## config.mk

```make
export PLATFORM = sky130hd
export DESIGN_NAME = alu_mul_seq_flat
export DESIGN_NICKNAME = d
export VERILOG_FILES = /design/src/rtl/alu_mul_seq_if.sv /design/src/rtl/alu_mul_seq.sv /design/src/flat_wrapper.sv
export SDC_FILE = /design/constraint.sdc
export NUM_CORES = 1
export LEC_CHECK = 0
export CORE_MARGIN = 3
export CORE_UTILIZATION = 41
export CTS_CLUSTER_DIAMETER = 60
export CTS_CLUSTER_SIZE = 12
export DETAILED_ROUTE_END_ITERATION = 10
export DONT_BUFFER_PORTS = 1
export HOLD_SLACK_MARGIN = 0.1
export PLACE_DENSITY_LB_ADDON = 0.15
export SLEW_MARGIN = 5
export SYNTH_ARGS = -nofsm -noshare
export SYNTH_HDL_FRONTEND = slang
export SYNTH_SLANG_ARGS = --single-unit
```

## constraint.sdc

```tcl
create_clock -name clk_i -period 2.8 [get_ports clk_i]
set_input_delay 0.7 -clock clk_i [delete_from_list [all_inputs] [get_ports clk_i]]
set_output_delay 0.7 -clock clk_i [all_outputs]
set_load 0.01 [all_outputs]
```

## src/rtl/alu_mul_seq_if.sv

```systemverilog
// Control handshake plus ALU operand/result bus for the shift-and-add multiplier.
interface alu_mul_seq_if;
  logic        start_i;
  logic [7:0]  mcand_i;
  logic [7:0]  mplier_i;
  logic        busy_o;
  logic        done_o;
  logic [15:0] product_o;
  logic [7:0]  alu_a_o;
  logic [7:0]  alu_b_o;
  logic [3:0]  alu_op_o;
  logic [7:0]  alu_r_i;

  modport slave (
    input  start_i, mcand_i, mplier_i, alu_r_i,
    output busy_o, done_o, product_o, alu_a_o, alu_b_o, alu_op_o
  );
  modport master (
    output start_i, mcand_i, mplier_i, alu_r_i,
    input  busy_o, done_o, product_o, alu_a_o, alu_b_o, alu_op_o
  );
endinterface

```

## src/rtl/alu_mul_seq.sv

```systemverilog
// Unsigned 8x8 -> 16 shift-and-add multiplier that borrows an external combinational ALU
// for the add and shift steps; carry out of the add is recovered locally.
module alu_mul_seq #(
  parameter logic [3:0] OP_ADD  = 4'd0,
  parameter logic [3:0] OP_PASS = 4'd7,
  parameter logic [3:0] OP_SHR  = 4'd10
) (
  input  logic         clk_i,
  input  logic         rst_ni,
  alu_mul_seq_if.slave bus
);
  typedef enum logic [1:0] {S_IDLE, S_ADD, S_SHR, S_DONE} state_e;

  state_e      state_q, state_d;
  logic [7:0]  m_q, m_d, p_q, p_d, q_q, q_d;
  logic        c_q, c_d;
  logic [2:0]  cnt_q, cnt_d;
  logic [15:0] prod_q, prod_d;

  always_ff @(posedge clk_i or negedge rst_ni) begin
    if (!rst_ni) begin
      state_q <= S_IDLE;
      m_q     <= '0;
      p_q     <= '0;
      q_q     <= '0;
      c_q     <= 1'b0;
      cnt_q   <= '0;
      prod_q  <= '0;
    end else begin
      state_q <= state_d;
      m_q     <= m_d;
      p_q     <= p_d;
      q_q     <= q_d;
      c_q     <= c_d;
      cnt_q   <= cnt_d;
      prod_q  <= prod_d;
    end
  end

  always_comb begin
    state_d      = state_q;
    m_d          = m_q;
    p_d          = p_q;
    q_d          = q_q;
    c_d          = c_q;
    cnt_d        = cnt_q;
    prod_d       = prod_q;
    bus.alu_a_o  = '0;
    bus.alu_b_o  = '0;
    bus.alu_op_o = OP_PASS;
    unique case (state_q)
      S_IDLE, S_DONE: begin
        if (bus.start_i) begin
          m_d     = bus.mcand_i;
          q_d     = bus.mplier_i;
          p_d     = '0;
          c_d     = 1'b0;
          cnt_d   = '0;
          state_d = S_ADD;
        end else begin
          state_d = S_IDLE;
        end
      end
      S_ADD: begin
        bus.alu_a_o  = p_q;
        bus.alu_b_o  = m_q;
        bus.alu_op_o = q_q[0] ? OP_ADD : OP_PASS;
        p_d          = bus.alu_r_i;
        // The ALU has no carry out: an 8-bit add wrapped iff the sum is below an operand.
        c_d          = q_q[0] & (bus.alu_r_i < p_q);
        state_d      = S_SHR;
      end
      S_SHR: begin
        bus.alu_a_o  = p_q;
        bus.alu_b_o  = '0;
        bus.alu_op_o = OP_SHR;
        p_d          = {c_q, bus.alu_r_i[6:0]};
        q_d          = {p_q[0], q_q[7:1]};
        c_d          = 1'b0;
        if (cnt_q == 3'd7) begin
          prod_d  = {c_q, bus.alu_r_i[6:0], p_q[0], q_q[7:1]};
          state_d = S_DONE;
        end else begin
          cnt_d   = cnt_q + 3'd1;
          state_d = S_ADD;
        end
      end
      default: state_d = S_IDLE;
    endcase
  end

  assign bus.busy_o    = (state_q == S_ADD) || (state_q == S_SHR);
  assign bus.done_o    = (state_q == S_DONE);
  assign bus.product_o = prod_q;
endmodule

```

## src/flat_wrapper.sv

```systemverilog
// flat-port wrapper written by rule: the top's interface ports become plain ports
module alu_mul_seq_flat 
#(
  parameter logic [3:0] OP_ADD  = 4'd0,
  parameter logic [3:0] OP_PASS = 4'd7,
  parameter logic [3:0] OP_SHR  = 4'd10
)
  (clk_i, rst_ni, bus_start_i, bus_mcand_i, bus_mplier_i, bus_alu_r_i, bus_busy_o, bus_done_o, bus_product_o, bus_alu_a_o, bus_alu_b_o, bus_alu_op_o);
  alu_mul_seq_if bus_i ();
  input  logic clk_i;
  input  logic rst_ni;
  input wire logic [$bits(bus_i.start_i)-1:0] bus_start_i;
  input wire logic [$bits(bus_i.mcand_i)-1:0] bus_mcand_i;
  input wire logic [$bits(bus_i.mplier_i)-1:0] bus_mplier_i;
  input wire logic [$bits(bus_i.alu_r_i)-1:0] bus_alu_r_i;
  output wire logic [$bits(bus_i.busy_o)-1:0] bus_busy_o;
  output wire logic [$bits(bus_i.done_o)-1:0] bus_done_o;
  output wire logic [$bits(bus_i.product_o)-1:0] bus_product_o;
  output wire logic [$bits(bus_i.alu_a_o)-1:0] bus_alu_a_o;
  output wire logic [$bits(bus_i.alu_b_o)-1:0] bus_alu_b_o;
  output wire logic [$bits(bus_i.alu_op_o)-1:0] bus_alu_op_o;
  assign bus_i.start_i = bus_start_i;
  assign bus_i.mcand_i = bus_mcand_i;
  assign bus_i.mplier_i = bus_mplier_i;
  assign bus_i.alu_r_i = bus_alu_r_i;
  assign bus_busy_o = bus_i.busy_o;
  assign bus_done_o = bus_i.done_o;
  assign bus_product_o = bus_i.product_o;
  assign bus_alu_a_o = bus_i.alu_a_o;
  assign bus_alu_b_o = bus_i.alu_b_o;
  assign bus_alu_op_o = bus_i.alu_op_o;
  alu_mul_seq #(.OP_ADD(OP_ADD), .OP_PASS(OP_PASS), .OP_SHR(OP_SHR)) u_core (.clk_i(clk_i), .rst_ni(rst_ni), .bus(bus_i));
endmodule
```

==> results.toml <==
[status]
outcome = "completed"

[sta]
finalSetupViolations = 0
fmax_mhz = 425
slew_headroom_pct = 60.5
drv_slew = 0
min_period_over_period_pct = 84.1
clock_skew_ns = 0.00543
holdWs_ns = 0.245
period_minus_slack_ns = 2.36
finalHoldViolations = 0
worst_pin_slew_ns = 0.591
fin_tns_setup_ns = 0
rsz0062_at_grt = "no"

[die]
ios = 65
fp.dieW_um = 79.3
start_util_pct = 42.8
fp.dieH_um = 79.3
die_area_um2 = 6290
std_cell_rows = 26
coreArea_um2 = 5140

[global_routing]
first_global_vias = 1457
grt_overflow = 0
grt_max_degree = 47
antenna_found_initial = 0
grt_pass1_wl_um = 7450
grt_usage_pct = 15.5

[placed_design]
gp_congestion = 0.767
portBuffers = 0
dp_hpwl_um = 3310

[routing]
drt-initial-drc-count = 80
num_vias = 1363
postRouteAntennaNets = 0
routed_wl_um = 4540
drc = 0
vias_per_cell = 5.26
first_pass_iters = 4
wl_per_cell_um = 17.5

[clock_network]
root_buffer = "clkbuf_8"
clockBufferDepth = 2
htree_levels = 2
insertion_delay_ns = 0.29
cts_buffers = 5
post_cts_resized = 0
cts_tree = "done"
clkTransAtPathRegs_ns = 0.08
cts_sinks = 46

[layout]
nets = 227
final_common_cell = "dfrtp_1"
register_area_um2 = 1150
areaGrowthSynthToFinish_pct = 7.78
drive_gt1_share_pct = 23.3
diodes = 0
layout_common_cells = "46 x dfrtp_1, 24 x mux2_2, 17 x nand2_1, 12 x ha_1"
fillers = 505
multi_input_area_um2 = 945

[synth]
synth_nets = 224
ys_seq_elements = 46
yosys_warnings = 0
synth_cell_types = 29
synth_area_um2 = 2200
avgSynthCellArea_um2 = 11.9
synth-seq-area-share_pct = 52.3
synthCells = 185

[critical_path]
path_class = "flip-flop to primary output"
reg2reg_depth = 9
arrival_ns = 1.66
cp_max_fo = 12
end_kind = "primary output"
cp-startpoint = "u_core.state_q[1]"
r2r-start = "u_core.state_q[0]"
cp.required_ns = 2.10
cp-start-kind = "flip-flop"

[power]
cellPowerDensity_nw_per_um2 = 1020
power.leakage_uw = 0.00109
ir_worst_vdd_uv = 387

[run]
cap_violations = 0

[worst_hold_path]
min_path_type = "input port to async pin"
## final timing paths
path / to / slack [ns]
min: u_core.p_q[5] / 0.25
max reg2reg: u_core.cnt_q[0] / 0.84
min in group clk_i: u_core.cnt_q[2] / 0.50
min reg2reg: u_core.cnt_q[2] / 0.50
max in group asynchronous: u_core.state_q[0] / 2.34
max: bus_alu_op_o[0] / 0.44
## power by group
part	leakage, uW	total [uW]	internal [uW]	switching [uW]
sequential	0.000590	1000	868	136
combinational	0.000448	1020	403	617
clock	0.0000482	408	199	208
## critical path: stages, from the launching register on
cell and delay (ns):
dfrtp_1 0.42, inv_1 0.07, ha_1 0.38, inv_1 0.11, o21ai_0 0.22, buf_4 0.18
## cells in the mapped netlist, drive strengths merged
library cell | count | area [um^2]
dfrtp | 46 | 1150
mux2 | 24 | 270
nand2 | 20 | 87.6
o21ai | 14 | 70.1
inv | 13 | 48.8
ha | 12 | 150
nor2 | 9 | 33.8
and2 | 8 | 50.1
mux2i | 8 | 80.1
a22o | 7 | 61.3
buf | 6 | 50.0
a21oi | 5 | 25.0
clkbuf | 2 | 7.51
nand2b | 2 | 12.5
nor2b | 2 | 20.0
a2111oi | 1 | 27.5
a211o | 1 | 8.76
a21boi | 1 | 18.8
a221oi | 1 | 8.76
a22oi | 1 | 7.51
o22ai | 1 | 6.26
or2 | 1 | 6.26
## routing by layer
metal  wire length (um)  track usage (%)  vias up  share of wire, %
li1                   -                -      632                 -
met1               1830             18.0      686                40
met2               2340             26.6       41                52
met3                330             5.67        4               7.3
met4                 40             4.81        0              0.88
met5                  0                0        -                 0
## stage by stage
step           instance area, um^2  total power (uW)  setup WS (ns)  utilization [%]  std cells
3_5_place_dp                  2250              2030          0.757             43.9        250
2_1_floorplan                 2200              1830          0.652                -        185
5_1_grt                       2370              2630          0.299             46.2        259
3_3_place_gp                  2250              1980          0.824             43.9        250
6_report                      2370              2430          0.445             46.2        259
4_1_cts                       2370              2470          0.421             46.2        259
## flip-flops by register name, summed over array words and instances, names as in the netlist
register / count
u_core.bus.product_o: 16
u_core.cnt_q: 3
u_core.q_q: 8
u_core.p_q: 8
u_core.m_q: 8
u_core.state_q: 2
u_core.c_q: 1
## cell type report
cell class | count | share of cell area [%]
Multi-Input combinational cell | 118 | 39.8
Clock inverter | 1 | 0.211
Tap cell | 70 | 3.69
Timing Repair Buffer | 4 | 2.11
Clock buffer | 7 | 3.64
Inverter | 13 | 2.06
Sequential cell | 46 | 48.5
## logic make-up (layout without fill, tap and decap cells)
group / Yosys count / after routing / synth area share (%)
adder cells (fa/ha/maj): 12 / 12 / 6.82
AND/OR/NAND/NOR: 42 / 42 / 9.55
buffers and inverters: 21 / 25 / 4.83
AO/OA/AOI/OAI: 32 / 32 / 10.6
multiplexers: 32 / 32 / 15.9
flip-flops: 46 / 46 / 52.3
## what timing repair did
action	CTS	global route
buffers inserted	0	0
hold buffers	1	0
endpoints found under the hold margin	46	0
endpoints found under the setup margin	0	0
Power figures use the tool's default switching activity.
